<file path="config.mk">
export PLATFORM = sky130hd
export DESIGN_NAME = dshot_rx_channel
export DESIGN_NICKNAME = d
export VERILOG_FILES = /design/src/rtl/dshot_rx_channel.sv
export SDC_FILE = /design/constraint.sdc
export NUM_CORES = 1
export LEC_CHECK = 0
export ABC_CLOCK_PERIOD_IN_PS = 2600
export CORE_MARGIN = 5
export CORE_UTILIZATION = 61
export DETAILED_ROUTE_END_ITERATION = 7
export GPL_ROUTABILITY_DRIVEN = 0
export GPL_TIMING_DRIVEN = 0
export MAX_ROUTING_LAYER = met4
export PLACE_DENSITY_LB_ADDON = 0.1
export SLEW_MARGIN = 20
export SYNTH_ARGS = -nofsm -noshare
export SYNTH_HDL_FRONTEND = slang
export SYNTH_SLANG_ARGS = --single-unit
</file>
<file path="constraint.sdc">
create_clock -name clk -period 2.6 [get_ports clk]
set_input_delay 0.26 -clock clk [delete_from_list [all_inputs] [get_ports clk]]
set_output_delay 0.26 -clock clk [all_outputs]
set_load 0.1 [all_outputs]
</file>
<file path="src/rtl/dshot_rx_channel.sv">
// rtl/dshot_rx_channel.sv - single-channel DShot600 frame receiver with CRC check, speed mapping and failsafe
//
// Optional feature macro: DSHOT_BIDIR_EN
//   defined   : bidirectional (inverted) DShot, line idles high, expected CRC inverted
//   undefined : normal DShot, line idles low, plain CRC
//
// Ports:
//   clk            system clock
//   rst_n          asynchronous active-low reset
//   dshot_i        raw DShot line, asynchronous to clk
//   speed_o        current target speed 0..249 for the BLCTRL handler
//   speed_valid_o  1-cycle pulse when speed_o was rewritten by a frame
//   telem_req_o    telemetry bit of the last good frame
//   cmd_o          special command 1..47 from the last command frame
//   cmd_valid_o    1-cycle pulse with a new cmd_o
//   crc_err_o      1-cycle pulse: 16 bits received, CRC mismatch
//   frame_err_o    1-cycle pulse: frame aborted (stuck high or gap mid-frame)
//   failsafe_o     high while no good frame has arrived for FAILSAFE_CYC cycles
module dshot_rx_channel #(
    parameter int T_BIT_CYC    = 80,
    parameter int T_THRESH_CYC = 45,
    parameter int GAP_CYC      = 160,
    parameter int FAILSAFE_CYC = 4800000
) (
    input  logic       clk,
    input  logic       rst_n,
    input  logic       dshot_i,
    output logic [7:0] speed_o,
    output logic       speed_valid_o,
    output logic       telem_req_o,
    output logic [5:0] cmd_o,
    output logic       cmd_valid_o,
    output logic       crc_err_o,
    output logic       frame_err_o,
    output logic       failsafe_o
);

    localparam int CW = $clog2(GAP_CYC + 1);
    localparam logic [CW-1:0] CNT_ONE  = CW'(1);
    localparam logic [CW-1:0] CNT_TWO  = CW'(2);
    localparam logic [CW-1:0] CNT_MAX  = '1;
    localparam logic [CW-1:0] HCNT_ERR = CW'(T_BIT_CYC - 1);
    localparam logic [CW-1:0] HCNT_THR = CW'(T_THRESH_CYC);
    localparam logic [CW-1:0] LCNT_ERR = CW'(GAP_CYC - 1);
    localparam logic [22:0]   FS_MAX   = 23'(FAILSAFE_CYC);

`ifdef DSHOT_BIDIR_EN
    localparam logic IDLE_LVL = 1'b1;
`else
    localparam logic IDLE_LVL = 1'b0;
`endif

    typedef enum logic [1:0] {
        ST_IDLE,
        ST_HIGH,
        ST_LOW,
        ST_CHECK
    } state_t;

    state_t         state;
    logic           sync_q1;
    logic           sync_q2;
    logic           s_d;
    logic [CW-1:0]  hcnt;
    logic [CW-1:0]  lcnt;
    logic [3:0]     bit_cnt;
    logic [15:0]    shreg;
    logic [22:0]    fs_cnt;

    logic           s;
    logic           rise;
    logic           fall;
    logic [11:0]    v;
    logic [10:0]    thr;
    logic [3:0]     crc_exp;
    logic           crc_ok;
    logic           good;
    logic [7:0]     speed_calc;

    // XOR with the idle level makes the active pulse always read as 1,
    // so the rest of the receiver is polarity-agnostic.
    assign s    = sync_q2 ^ IDLE_LVL;
    assign rise = s & ~s_d;
    assign fall = ~s & s_d;

    assign v          = shreg[15:4];
    assign thr        = shreg[15:5];
    assign crc_exp    = v[3:0] ^ v[7:4] ^ v[11:8] ^ {4{IDLE_LVL}};
    assign crc_ok     = (shreg[3:0] == crc_exp);
    assign good       = (state == ST_CHECK) && crc_ok;
    // thr 48..2047 maps onto 0..249; only called for thr >= 48 so no underflow.
    assign speed_calc = 8'(({1'b0, thr} - 12'd48) >> 3);

    always_ff @(posedge clk or negedge rst_n) begin
        if (!rst_n) begin
            sync_q1       <= IDLE_LVL;
            sync_q2       <= IDLE_LVL;
            s_d           <= 1'b0;
            state         <= ST_IDLE;
            hcnt          <= '0;
            lcnt          <= '0;
            bit_cnt       <= '0;
            shreg         <= '0;
            fs_cnt        <= '0;
            speed_o       <= '0;
            speed_valid_o <= 1'b0;
            telem_req_o   <= 1'b0;
            cmd_o         <= '0;
            cmd_valid_o   <= 1'b0;
            crc_err_o     <= 1'b0;
            frame_err_o   <= 1'b0;
            failsafe_o    <= 1'b1;
        end else begin
            sync_q1       <= dshot_i;
            sync_q2       <= sync_q1;
            s_d           <= s;
            speed_valid_o <= 1'b0;
            cmd_valid_o   <= 1'b0;
            crc_err_o     <= 1'b0;
            frame_err_o   <= 1'b0;

            // Failsafe timer: any good frame (throttle or command) re-arms it.
            if (good) begin
                fs_cnt     <= '0;
                failsafe_o <= 1'b0;
            end else if (fs_cnt != FS_MAX) begin
                fs_cnt <= fs_cnt + 23'd1;
                if (fs_cnt + 23'd1 == FS_MAX) begin
                    failsafe_o <= 1'b1;
                    speed_o    <= '0;
                end
            end

            case (state)
                ST_IDLE: begin
                    if (rise) begin
                        state   <= ST_HIGH;
                        hcnt    <= CNT_ONE;
                        bit_cnt <= '0;
                    end
                end

                ST_HIGH: begin
                    if (fall) begin
                        shreg   <= {shreg[14:0], (hcnt >= HCNT_THR)};
                        bit_cnt <= bit_cnt + 4'd1;
                        lcnt    <= CNT_ONE;
                        // The 16th bit needs no low phase before evaluation.
                        state   <= (bit_cnt == 4'd15) ? ST_CHECK : ST_LOW;
                    end else if (hcnt == HCNT_ERR) begin
                        frame_err_o <= 1'b1;
                        state       <= ST_IDLE;
                    end else if (hcnt != CNT_MAX) begin
                        hcnt <= hcnt + CNT_ONE;
                    end
                end

                ST_LOW: begin
                    if (rise) begin
                        state <= ST_HIGH;
                        hcnt  <= CNT_ONE;
                    end else if (lcnt == LCNT_ERR) begin
                        frame_err_o <= 1'b1;
                        state       <= ST_IDLE;
                    end else if (lcnt != CNT_MAX) begin
                        lcnt <= lcnt + CNT_ONE;
                    end
                end

                ST_CHECK: begin
                    if (crc_ok) begin
                        telem_req_o <= v[0];
                        if (thr == 11'd0) begin
                            speed_o       <= '0;
                            speed_valid_o <= 1'b1;
                        end else if (thr < 11'd48) begin
                            cmd_o       <= thr[5:0];
                            cmd_valid_o <= 1'b1;
                        end else begin
                            speed_o       <= speed_calc;
                            speed_valid_o <= 1'b1;
                        end
                    end else begin
                        crc_err_o <= 1'b1;
                    end
                    // A rising edge seen during evaluation starts the next frame.
                    if (rise) begin
                        state   <= ST_HIGH;
                        hcnt    <= CNT_TWO;
                        bit_cnt <= '0;
                    end else begin
                        state <= ST_IDLE;
                    end
                end

                default: state <= ST_IDLE;
            endcase
        end
    end

endmodule
</file>
Yosys cells after proc, flatten, opt, wreduce, memory -nomap -nowiden
Index checks and enable logic that the tools add are counted.

Bits in registers: 84. Bits of input ports: 3. Output and inout port bits: 20. Word-level logic and storage cells: 121.

Add/sub/neg operators: 5. Magnitude comparators: 2. Eq/ne operators: 24. Mux-type cells: 49. Bitwise operators: 7. Reduce and logical (&&, ||, !) cells: 17.

Operators with widths (number): 8-bit two-way mux (16); 23-bit two-way mux (2); 8-bit one-hot mux with 3 select lines (1); 23-bit by 1-bit adder with 23-bit output (second input constant) (1); 23-bit == test (second input constant) (1); 23-bit != test (second input constant) (1); 1-bit two-way mux (19); 2-bit != test (second input constant) (9); 8-bit by 1-bit adder with 8-bit output (second input constant) (2); 8-bit != test (second input constant) (2); 8-bit one-hot mux with 2 select lines (1); 11-bit logical NOT (1); 11-bit by 6-bit < comparator with 1-bit output (second input constant) (1); 11-bit by 6-bit subtractor with 11-bit output (second input constant) (1); 2-bit two-way mux (5); 5-bit AND reduction (2); 8-bit by 7-bit == test with 1-bit output (second input constant) (1); 8-bit == test (second input constant) (1); 8-bit by 6-bit greater-or-equal comparator with 1-bit output (second input constant) (1); 4-bit two-way mux (2); 2-bit one-hot mux with 4 select lines (1); 4-bit one-hot mux with 2 select lines (1); 2-bit nonzero test (4); 4-bit bitwise XOR (2); 16 further kinds (26).

Logic depth before layout (Yosys ltp)
Gate-level depths: netlist of run 1.

Depth in word-level cells: 9. Gate-level depth with buffers: 9.

Least setup slack after synthesis of run 1
Ideal clock, no wire load.

Kind: reg2reg. From: register state[1]. To: register lcnt[7]. Setup time: 133 ps. Arrival time: 2144 ps. Path slack: 323 ps. Stages on the path, launching flop included: 10. Path buffers: 2. Path through: dfrtp_1 inv_1 ha_1 buf_2 maj3_1 a311o_1 buf_2 a2111oi_2 xnor2_1 nor2_1.

Longest elaborated chain between the ends: 3.

Ends and longest elaborated chain: start, declared (RTL line 60) `state_t state;`; start signal, assigned (RTL line 149) `state <= (bit_cnt == 4'd15) ? ST_CHECK : ST_LOW;`; 2-bit == test / 2-bit by 1-bit == test with 1-bit output (equally long branches) (RTL line 134) `case (state)`; 2-bit != test (no line) / 2-bit nonzero test (equally long branches); 5-bit AND reduction (no line); end signal, assigned (RTL line 166) `lcnt <= lcnt + CNT_ONE;`; end, declared (RTL line 65) `logic [CW-1:0] lcnt;`.

Several ways; a longest one is shown, not always the timed one. A chain may end at the register's enable or synchronous reset.

Final worst setup path of run 1
From: register fs_cnt[2]. To: register speed_o[6].

Longest elaborated chain between the ends: 9.

Ends and longest elaborated chain: start, declared (RTL line 68) `logic [22:0] fs_cnt;`; start signal, assigned (RTL line 127) `fs_cnt <= fs_cnt + 23'd1;`; 23-bit by 1-bit adder with 23-bit output (RTL line 128) `if (fs_cnt + 23'd1 == FS_MAX) begin`; 23-bit == test (RTL line 128); 8-bit two-way mux (RTL line 128); 8-bit two-way mux (*) (RTL line 126) `end else if (fs_cnt != FS_MAX) begin`; 8-bit two-way mux (*) (RTL line 123) `if (good) begin`; 8-bit two-way mux (RTL line 176) `end else if (thr < 11'd48) begin`; 8-bit two-way mux (RTL line 173) `if (thr == 11'd0) begin`; 8-bit two-way mux (RTL line 171) `if (crc_ok) begin`; 8-bit two-way mux (*) (RTL line 134); end signal, assigned (RTL line 180) `speed_o <= speed_calc;`; end, declared (RTL line 28) `output logic [7:0] speed_o,`.

Mark *: on every way between the ends. The rest lies on a longest branch, timed or not.

==> results of run 1 <==
-- kinds of logic after synthesis --
logic type	share of synthesized area, %
and+or+nand+nor	25.7
DFF	44.1
AOI/OAI and AO/OA	11.1
xor gates and xnor gates	9.17
buffers and inverters	4.25
adders and majority gates	3.62
muxes	2.04
-- cells in the final DEF, fill, tap and decap left out, types with 15 or more instances in the layout --
| cell type | count |
|---|---|
| o21ai_0 | 15 |
| xnor2_1 | 31 |
| nand3_1 | 23 |
| inv_1 | 26 |
| xor2_1 | 19 |
| dfrtp_1 | 81 |
| clkdlybuf4s50_1 | 21 |
| nand2_1 | 70 |
| a21oi_1 | 16 |
| nor2_1 | 57 |
-- worst max-delay path: stages (launching register included) --
cell and delay [ps]:
dfrtp_1 520, nand4_2 270, or3_4 410, o31a_1 320, a211oi_4 290, nor4_4 70, buf_4 180, a311oi_1 280
-- per-stage QoR --
| step | setup TNS (ps) | instance area, µm² | std cells | util [%] |
|---|---|---|---|---|
| after floorplan | 0 | 4770 | 512 | - |
| after global placement | -140900 | 5120 | 636 | 66.6 |
| after detailed placement | -667 | 5150 | 637 | 66.9 |
| after CTS | 0 | 5350 | 654 | 69.6 |
| after global routing | -1.72 | 5400 | 658 | 70.2 |
| final | 0 | 5400 | 658 | 70.2 |
-- final cells by class --
cell class,instances,area (µm²)
clock buffers,9,124
repair buffers,28,285
inverters,26,97.6
multi-input cells,379,2490
plain buffers,23,105
clock inverters,7,65.1
well taps,102,128
flip-flops and latches,84,2110
fillers,604,2290
-- registers in the layout, indices dropped and copies added (netlist names) --
name and flops:
state 2, speed_o 8, s 1, lcnt 8, frame_err_o 1, s_d 1, failsafe_o 1, speed_valid_o 1
crc_err_o 1, fs_cnt 23, cmd_valid_o 1, cmd_o 6, sync_q1 1, shreg 16, hcnt 8, telem_req_o 1
bit_cnt 4
-- power groups by stage --
stage	combinational [mW]	clock (mW)	sequential [mW]
after global placement	1.08	0	1.72
after detailed placement	1.12	0	1.73
after CTS	1.12	0.929	1.71
final	1.13	0.898	1.72
after global routing	1.27	0.998	1.75
after floorplan	0.855	0	1.70
-- final timing paths --
path,start,endpoint,slack [ps],cells after the start
max,fs_cnt[2]$_DFFE_PN0P_,speed_o[6]$_DFF_PN0_,150,7
min,dshot_i,sync_q1$_DFF_PN0_,340,1
max reg2reg,fs_cnt[2]$_DFFE_PN0P_,speed_o[6]$_DFF_PN0_,150,7
min reg2reg,sync_q1$_DFF_PN0_,s$_DFF_PN0_,370,0
max in group asynchronous,rst_n,frame_err_o$_DFF_PN0_,1610,3
min in group asynchronous,rst_n,fs_cnt[8]$_DFFE_PN0P_,390,2
-- repair_timing --
item                                    4_1_cts  5_1_grt
endpoints found under the hold margin        32        0
endpoints found under the setup margin        9       10
setup buffers                                 0        4
gates resized for setup                       2        6
pin swaps                                     1        2
hold buffers                                  1        0
-- routing by layer --
metal / up-vias / GRT usage [%] / share of wire [%]
met3: 14 / 3.82 / 2.4
met5: - / - / 0
met4: 0 / 7.98 / 1.8
met1: 1821 / 27.9 / 45
li1: 1861 / - / -
met2: 54 / 36.5 / 50
==> out/metrics.yaml, run 1 <==
synth_common_cells: "dfrtp_1 (83), nand2_1 (70), nor2_1 (57)"
fin_ws_ps: 151
synth-main-ff-cell: "dfrtp_1"
async_reset_ff_share_pct: 100
nets: 567
dp_hpwl_um: 7030
worstSkewPairLatency_ps: 360
synth_cells: 512
cts_root_buf: "clkbuf_8"
synth_cell_types: 64
drtPass1Iterations: 4
worst_hold_path_type: "in -> reg"
max_freq_mhz: 408
grt_usage_pct: 22.3
drive_above_1_share_pct: 11.0
cts.clk_slew.worst_paths_ps: 90
grt_pass1_wl_um: 17400
synth_area_leader_cell: "dfrtp_1"
synth.yosys.warnings: 0
hold_violations: 0
drc_errors: 0
cap_violations: 0
syn_avg_cell_area_um2: 9.32
post-route-min-period_ps: 2450
seq_area_frac_synth_pct: 44.1
synthMostInstantiatedCell: "dfrtp_1"
post_drt_wl_per_cell_um: 14.8
p_seq_share_pct: 45.9
power_leakage_nw: 2.37
relSlewSlack_pct: 35.1
cts_tree: "yes"
p_per_area_nw_per_um2: 694
grt_antenna_before_repair: 0
die_width_um: 98.5
ir_drop_uv: 458
antenna_cells: 0
synth_edf_count: 0
io_buffer_count: 22
cp_data_arrival_time_ps: 2700
drv_slew: 0
p_sw_share_pct: 39.2
worst_pin_slew_ps: 971
numCtsBuffers: 9
path_class: "reg -> reg"
start_util_pct: 62.1
ys_ff_latch: 84
netlist_area_um2: 4770
finalPower_mw: 3.74
vias: 3750
area_growth_syn_to_layout_pct: 13.1
start_kind: "flip-flop"
htreeDepth: 3
die_h_um: 98.5
synthTopCellsByArea: "dfrtp_1 (44%), xnor2_1 (5.7%), nand2_1 (5.5%), nor2_1 (4.5%), xor2_1 (3.5%)"
core_area_um2: 7690
wl_um: 9710
whs_ps: 345
internal_power_mw: 2.27
die_area_um2: 9690
fin_worst_skew_ps: 8.96
p_clk_share_pct: 24.0
ios: 23
required_ps: 2850
drt_iter0_drc: 216
cp_max_fo: 8
fin_crit_sh_pct: 94.2
cts_sinks: 84
synth_fp_nets: 528
switchingPower_mw: 1.47
grt_pass1_vias: 3695
clock_path_buffers: 2
combPwrFrac_pct: 30.1
status: "finished, final reports clean"
setup_viol: 0
place_worst_setup_slack_ps: -134
rows: 32
grt_max_degree: 52
overflow: 0
viasPerCell: 5.70
detail-route-antenna-nets: 0
crit_path_end_kind: "flip-flop"
yosysTopAreaCellShare_pct: 43.5
No activity file was read; power rests on OpenSTA's default activity.
==> run 2: changes to the inputs <==
- CAP_MARGIN: default -> 0
- CORE_UTILIZATION: 61 -> 35
- CTS_CLUSTER_SIZE: default -> 24
==> out/metrics.yaml, run 2 (same netlist as run 1, synthesis figures left out) <==
setup_viol: 0  # unchanged
die_width_um: 127  # +29%
core_area_um2: 13300  # +73%
seqCellArea_um2: 2110  # unchanged
final_cell_mix: "dfrtp_1 (81), nand2_1 (70), nor2_1 (57)"
viasPerCell: 5.08  # -11%
start_util_pct: 35.9  # -26 points
min_to: "s$_DFF_PN0_"
grt_pass1_wl_um: 18800  # +7.8%
cts_tree: "yes"
numCtsBuffers: 9  # unchanged
cts.clk_slew.worst_paths_ps: 60  # -30 ps
wl_met3_um: 339  # +47%
ios: 23  # unchanged
wl_um: 10700  # +10%
dp.cells: 711  # +12%
hold_path_depth: 0  # -1
worst_path_dominant_cell_family: "simple AND/OR/NAND/NOR gates"
dp_hpwl_um: 7570  # +7.6%
io_buffer_count: 22  # unchanged
grt_usage_pct: 14.7  # -7.6 points
status: "finished, final reports clean"
rows: 42  # +31%
worstSkewPairLatency_ps: 340  # -20 ps
cpPeakStageDelay_ps: 520  # about the same
reg_top3: "fs_cnt x23, shreg x16"
regMostFlops: "fs_cnt"
grt_antenna_before_repair: 0  # unchanged
post_drt_wl_per_cell_um: 14.7  # -0.32%
drtPass1Iterations: 5  # +1
stdcell_count: 729  # +11%
met1Wirelength_um: 5270  # +19%
crit_path_end_kind: "flip-flop"
htreeDepth: 3  # unchanged
cts_sinks: 84  # unchanged
drt_iter0_drc: 221  # +2.3%
cap_violations: 0  # unchanged
worst_hold_path_type: "reg -> reg"
cts_root_buf: "clkbuf_16"
multi_input_area_um2: 2530  # +1.8%
path_class: "reg -> reg"
final_common_cell: "dfrtp_1"
die_h_um: 127  # +29%
ir_drop_uv: 459  # +0.32%
drc_errors: 0  # unchanged
area_growth_syn_to_layout_pct: 18.3
worst_r2r_path_depth: 7  # unchanged
drv_slew: 0  # unchanged
power_leakage_nw: 2.42  # +2.1%
regToRegEndpoint: "speed_o[5]$_DFF_PN0_"
die_area_um2: 16100  # +66%
hold_violations: 0  # unchanged
rrSetupSlack_ps: 140  # about the same
cp.depth: 7  # unchanged
clock_path_buffers: 2  # unchanged
detail-route-antenna-nets: 0  # unchanged
setup_tns_ps: 0  # unchanged
post-route-min-period_ps: 2460  # +12.4 ps
timing.rr.start: "fs_cnt[0]$_DFFE_PN0P_"
cp_data_arrival_time_ps: 2670  # -30 ps
top_layer_used: "met4"
vias: 3704  # -1.2%
antenna_cells: 0  # unchanged
cp_max_fo: 10  # +2
met2_length_um: 5010  # +2.4%
largest_reg_flops: 23  # unchanged
nets: 565  # -0.35%
critPathSlowestCell: "or4_1"
fin_crit_sh_pct: 94.7  # +0.48 points
relSlewSlack_pct: 34.0  # -1.1 points
drive_above_1_share_pct: 11.2  # +0.24 points
nFillCells: 1331  # +120%
required_ps: 2800  # -50 ps
start_kind: "flip-flop"
worstPathCellList: "ha_2 -> nand3_4 -> nor3_4 -> nand3_1 -> or4_1 -> o211ai_2 -> o221ai_1"
overflow: 0  # unchanged
hp-start: "sync_q1$_DFF_PN0_"
crit_path_start: "fs_cnt[0]$_DFFE_PN0P_"
p_per_area_nw_per_um2: 755  # +8.8%
max_freq_mhz: 406  # -0.50%
fin_worst_skew_ps: 6.77  # -2.19 ps
grt_pass1_vias: 3728  # +0.89%
path_buf_inv: 0  # -1
worst_pin_slew_ps: 987  # +16.5 ps
grt_max_degree: 53  # +1.9%
## run 2: how the worst max path moves through the flow
stage                                 to  slack (ps)
detailed placement  speed_o[6]$_DFF_PN0_        -130
finish              speed_o[5]$_DFF_PN0_         140
global route        speed_o[6]$_DFF_PN0_         -10
CTS                 speed_o[5]$_DFF_PN0_          50
floorplan            lcnt[7]$_DFFE_PN0P_         320
global placement    shreg[6]$_DFFE_PN0P_       -2020
## run 2: through the flow
stage	area, µm²	hold WS [ps]	setup slack, ps	utilization (%)	total power [mW]
finish	5650	350	138	42.5	4.26
global route	5650	352	-14.0	42.5	4.56
CTS	5580	347	51.2	42.0	4.30
detailed placement	5240	253	-129	39.4	2.87
global placement	5210	334	-2020	39.2	2.83
floorplan	4770	-35.6	323	-	2.55
## run 2: layer usage
metal  vias to the layer above  GRT usage, %
li1                       1856             -
met1                      1782          19.6
met2                        59          22.4
met3                         7          3.83
met4                         0          3.41
met5                         -             -
## run 2: layout make-up
| class | count | area share (%) |
|---|---|---|
| clock inverters | 4 | 1.31 |
| well taps | 176 | 3.90 |
| repair buffers | 26 | 4.79 |
| inverters | 26 | 1.73 |
| flip-flops and latches | 84 | 37.3 |
| multi-input cells | 379 | 44.8 |
| plain buffers | 23 | 1.86 |
| clock buffers | 11 | 4.30 |
## run 2: power breakdown
part | switching [mW] | leakage (nW) | internal, mW | total [mW]
Sequential | 0.253 | 1.13 | 1.48 | 1.73
Combinational | 0.720 | 1.13 | 0.432 | 1.15
Clock | 0.515 | 0.156 | 0.863 | 1.38
Total | 1.49 | 2.42 | 2.77 | 4.26
## run 2: timing repair
item	in CTS	in global routing
hold buffers	1	0
buffers inserted	0	2
endpoints found under the setup margin	9	11
resized for setup	3	11
endpoints found under the hold margin	32	0
pin swaps	1	3
==> run 3: changes to the inputs <==
- CORE_UTILIZATION: 35 -> 50
==> out/metrics.yaml, run 3 (same netlist as run 1, synthesis figures left out) <==
timing.rr.start: "fs_cnt[2]$_DFFE_PN0P_"
drv_slew: 0  # unchanged
reg_top3: "fs_cnt x23, shreg x16"
worstPathCellList: "nand4_2 -> or3_4 -> o31a_1 -> a211oi_4 -> nor4_4 -> buf_4 -> a311oi_1"
htreeDepth: 3  # unchanged
worst_r2r_path_depth: 7  # unchanged
final_cell_mix: "dfrtp_1 (82), nand2_1 (70), nor2_1 (57)"
status: "finished, final reports clean"
drtPass1Iterations: 5  # unchanged
cts_tree: "yes"
rows: 35  # -17%
relSlewSlack_pct: 34.5  # +0.49 points
min_to: "sync_q1$_DFF_PN0_"
post_drt_wl_per_cell_um: 14.8  # +0.53%
die_width_um: 108  # -15%
post-route-min-period_ps: 2460  # +0.786 ps
regMostFlops: "fs_cnt"
dp.cells: 664  # -6.6%
numCtsBuffers: 9  # unchanged
antenna_cells: 0  # unchanged
ir_drop_uv: 504  # +9.8%
path_class: "reg -> reg"
cpPeakStageDelay_ps: 530  # about the same
grt_antenna_before_repair: 0  # unchanged
die_h_um: 108  # -15%
drt_iter0_drc: 124  # -44%
nets: 566  # +0.18%
p_seq_share_pct: 43.3  # +2.6 points
grt_max_degree: 45  # -15%
area_growth_syn_to_layout_pct: 15.1
largest_reg_flops: 23  # unchanged
hp-start: "dshot_i"
cp_max_fo: 8  # -2
vias: 3751  # +1.3%
grt_pass1_wl_um: 17700  # -5.9%
die_area_um2: 11600  # -28%
hold_path_depth: 1  # +1
p_per_area_nw_per_um2: 722  # -4.4%
clock_path_buffers: 2  # unchanged
combPwrFrac_pct: 28.7  # +1.7 points
io_buffer_count: 22  # unchanged
dp_hpwl_um: 7210  # -4.8%
critPathSlowestCell: "dfrtp_1"
worst_path_dominant_cell_family: "compound AO/OA/AOI/OAI gates"
worst_hold_path_type: "in -> reg"
worst_pin_slew_ps: 980  # -7.29 ps
grt_pass1_vias: 3671  # -1.5%
p_sw_share_pct: 35.9  # +1.0 points
cp_data_arrival_time_ps: 2720  # +50 ps
final_area_um2: 5490  # -2.7%
wl_um: 10100  # -5.7%
crit_path_end_kind: "flip-flop"
final_common_cell: "dfrtp_1"
detail-route-antenna-nets: 0  # unchanged
overflow: 0  # unchanged
regToRegEndpoint: "speed_o[4]$_DFF_PN0_"
place_worst_setup_slack_ps: -216  # -86.8 ps
stdcell_count: 684  # -6.2%
cts.clk_slew.worst_paths_ps: 80  # +20 ps
switchingPower_mw: 1.42  # -4.3%
fin_ws_ps: 138  # -0.786 ps
internal_power_mw: 2.54  # -8.4%
fin_worst_skew_ps: 7.50  # +0.733 ps
viasPerCell: 5.48  # +7.9%
grt_usage_pct: 19.4  # +4.7 points
finish.utilization_pct: 59.2  # +17 points
cts_root_buf: "clkbuf_8"
max_freq_mhz: 406  # about the same
start_util_pct: 51.4  # +16 points
rrSetupSlack_ps: 140  # about the same
setup_viol: 0  # unchanged
cts_sinks: 84  # unchanged
required_ps: 2860  # +60 ps
fin_crit_sh_pct: 94.7  # about the same
drive_above_1_share_pct: 10.6  # -0.58 points
ios: 23  # unchanged
start_kind: "flip-flop"
worstSkewPairLatency_ps: 350  # about the same
p_clk_share_pct: 27.9  # -4.4 points
hold_violations: 0  # unchanged
path_buf_inv: 1  # +1
drc_errors: 0  # unchanged
power_leakage_nw: 2.38  # -1.6%
place_area_um2: 5180  # -1.1%
core_area_um2: 9280  # -30%
cap_violations: 0  # unchanged
run 3: power by group through the flow:
stage                     registers (mW)  clock network, mW  logic (mW)
final                               1.72               1.11        1.14
after global routing                1.75               1.19        1.30
after CTS                           1.71               1.13        1.13
after detailed placement            1.73                  0        1.12
after global placement              1.73                  0        1.09
after floorplan                     1.70                  0       0.855
run 3: area by class of cell:
cell class                 instances  area (µm²)
buffer                            23         105
clock buffer                      12         135
clock inverter                     4        97.6
fill                             849        3790
inverter                          26        97.6
multi-input combinational        379        2510
sequential                        84        2100
tap                              129         161
timing repair buffer              27         278
run 3: worst max path at each step:
stage	from	to	slack, ps	cells past startpoint
global placement	rst_n	shreg[14]$_DFFE_PN0P_	-1840	1
global route	fs_cnt[1]$_DFFE_PN0P_	speed_o[1]$_DFF_PN0_	-3	7
CTS	fs_cnt[0]$_DFFE_PN0P_	speed_o[4]$_DFF_PN0_	20	9
finish	fs_cnt[2]$_DFFE_PN0P_	speed_o[4]$_DFF_PN0_	140	7
floorplan	state[1]$_DFFE_PN0P_	lcnt[7]$_DFFE_PN0P_	320	9
detailed placement	fs_cnt[0]$_DFFE_PN0P_	speed_o[4]$_DFF_PN0_	-220	7
run 3: layer usage:
layer | vias up | share of wire [%] | global-route usage, %
li1 | 1857 | - | -
met1 | 1830 | 48 | 25.4
met2 | 50 | 48 | 31.2
met3 | 14 | 2.2 | 2.40
met4 | 0 | 1.3 | 6.58
met5 | - | 0 | -
run 3: timing repair:
action / CTS / global route
gates resized for setup: 3 / 7
hold buffers: 1 / 0
endpoints found under the setup margin: 9 / 11
buffers inserted: 3 / 0
hold endpoints to repair: 39 / 0
pin swaps: 2 / 0
run 3: stage by stage:
stage | setup TNS, ps | hold slack, ps | power, mW
finish | 0 | 344 | 3.96
global route | -3.00 | 331 | 4.24
CTS | 0 | 331 | 3.97
detailed placement | -1320 | 293 | 2.85
global placement | -154670 | 334 | 2.82
floorplan | 0 | -35.6 | 2.55
run 3: worst reg2reg max path: stages (launching register included):
cell and delay [ps]:
dfrtp_1 530, nand4_2 290, or3_4 420, o31a_1 320, a211oi_4 300, nor4_4 70, buf_4 170, a311oi_1 270
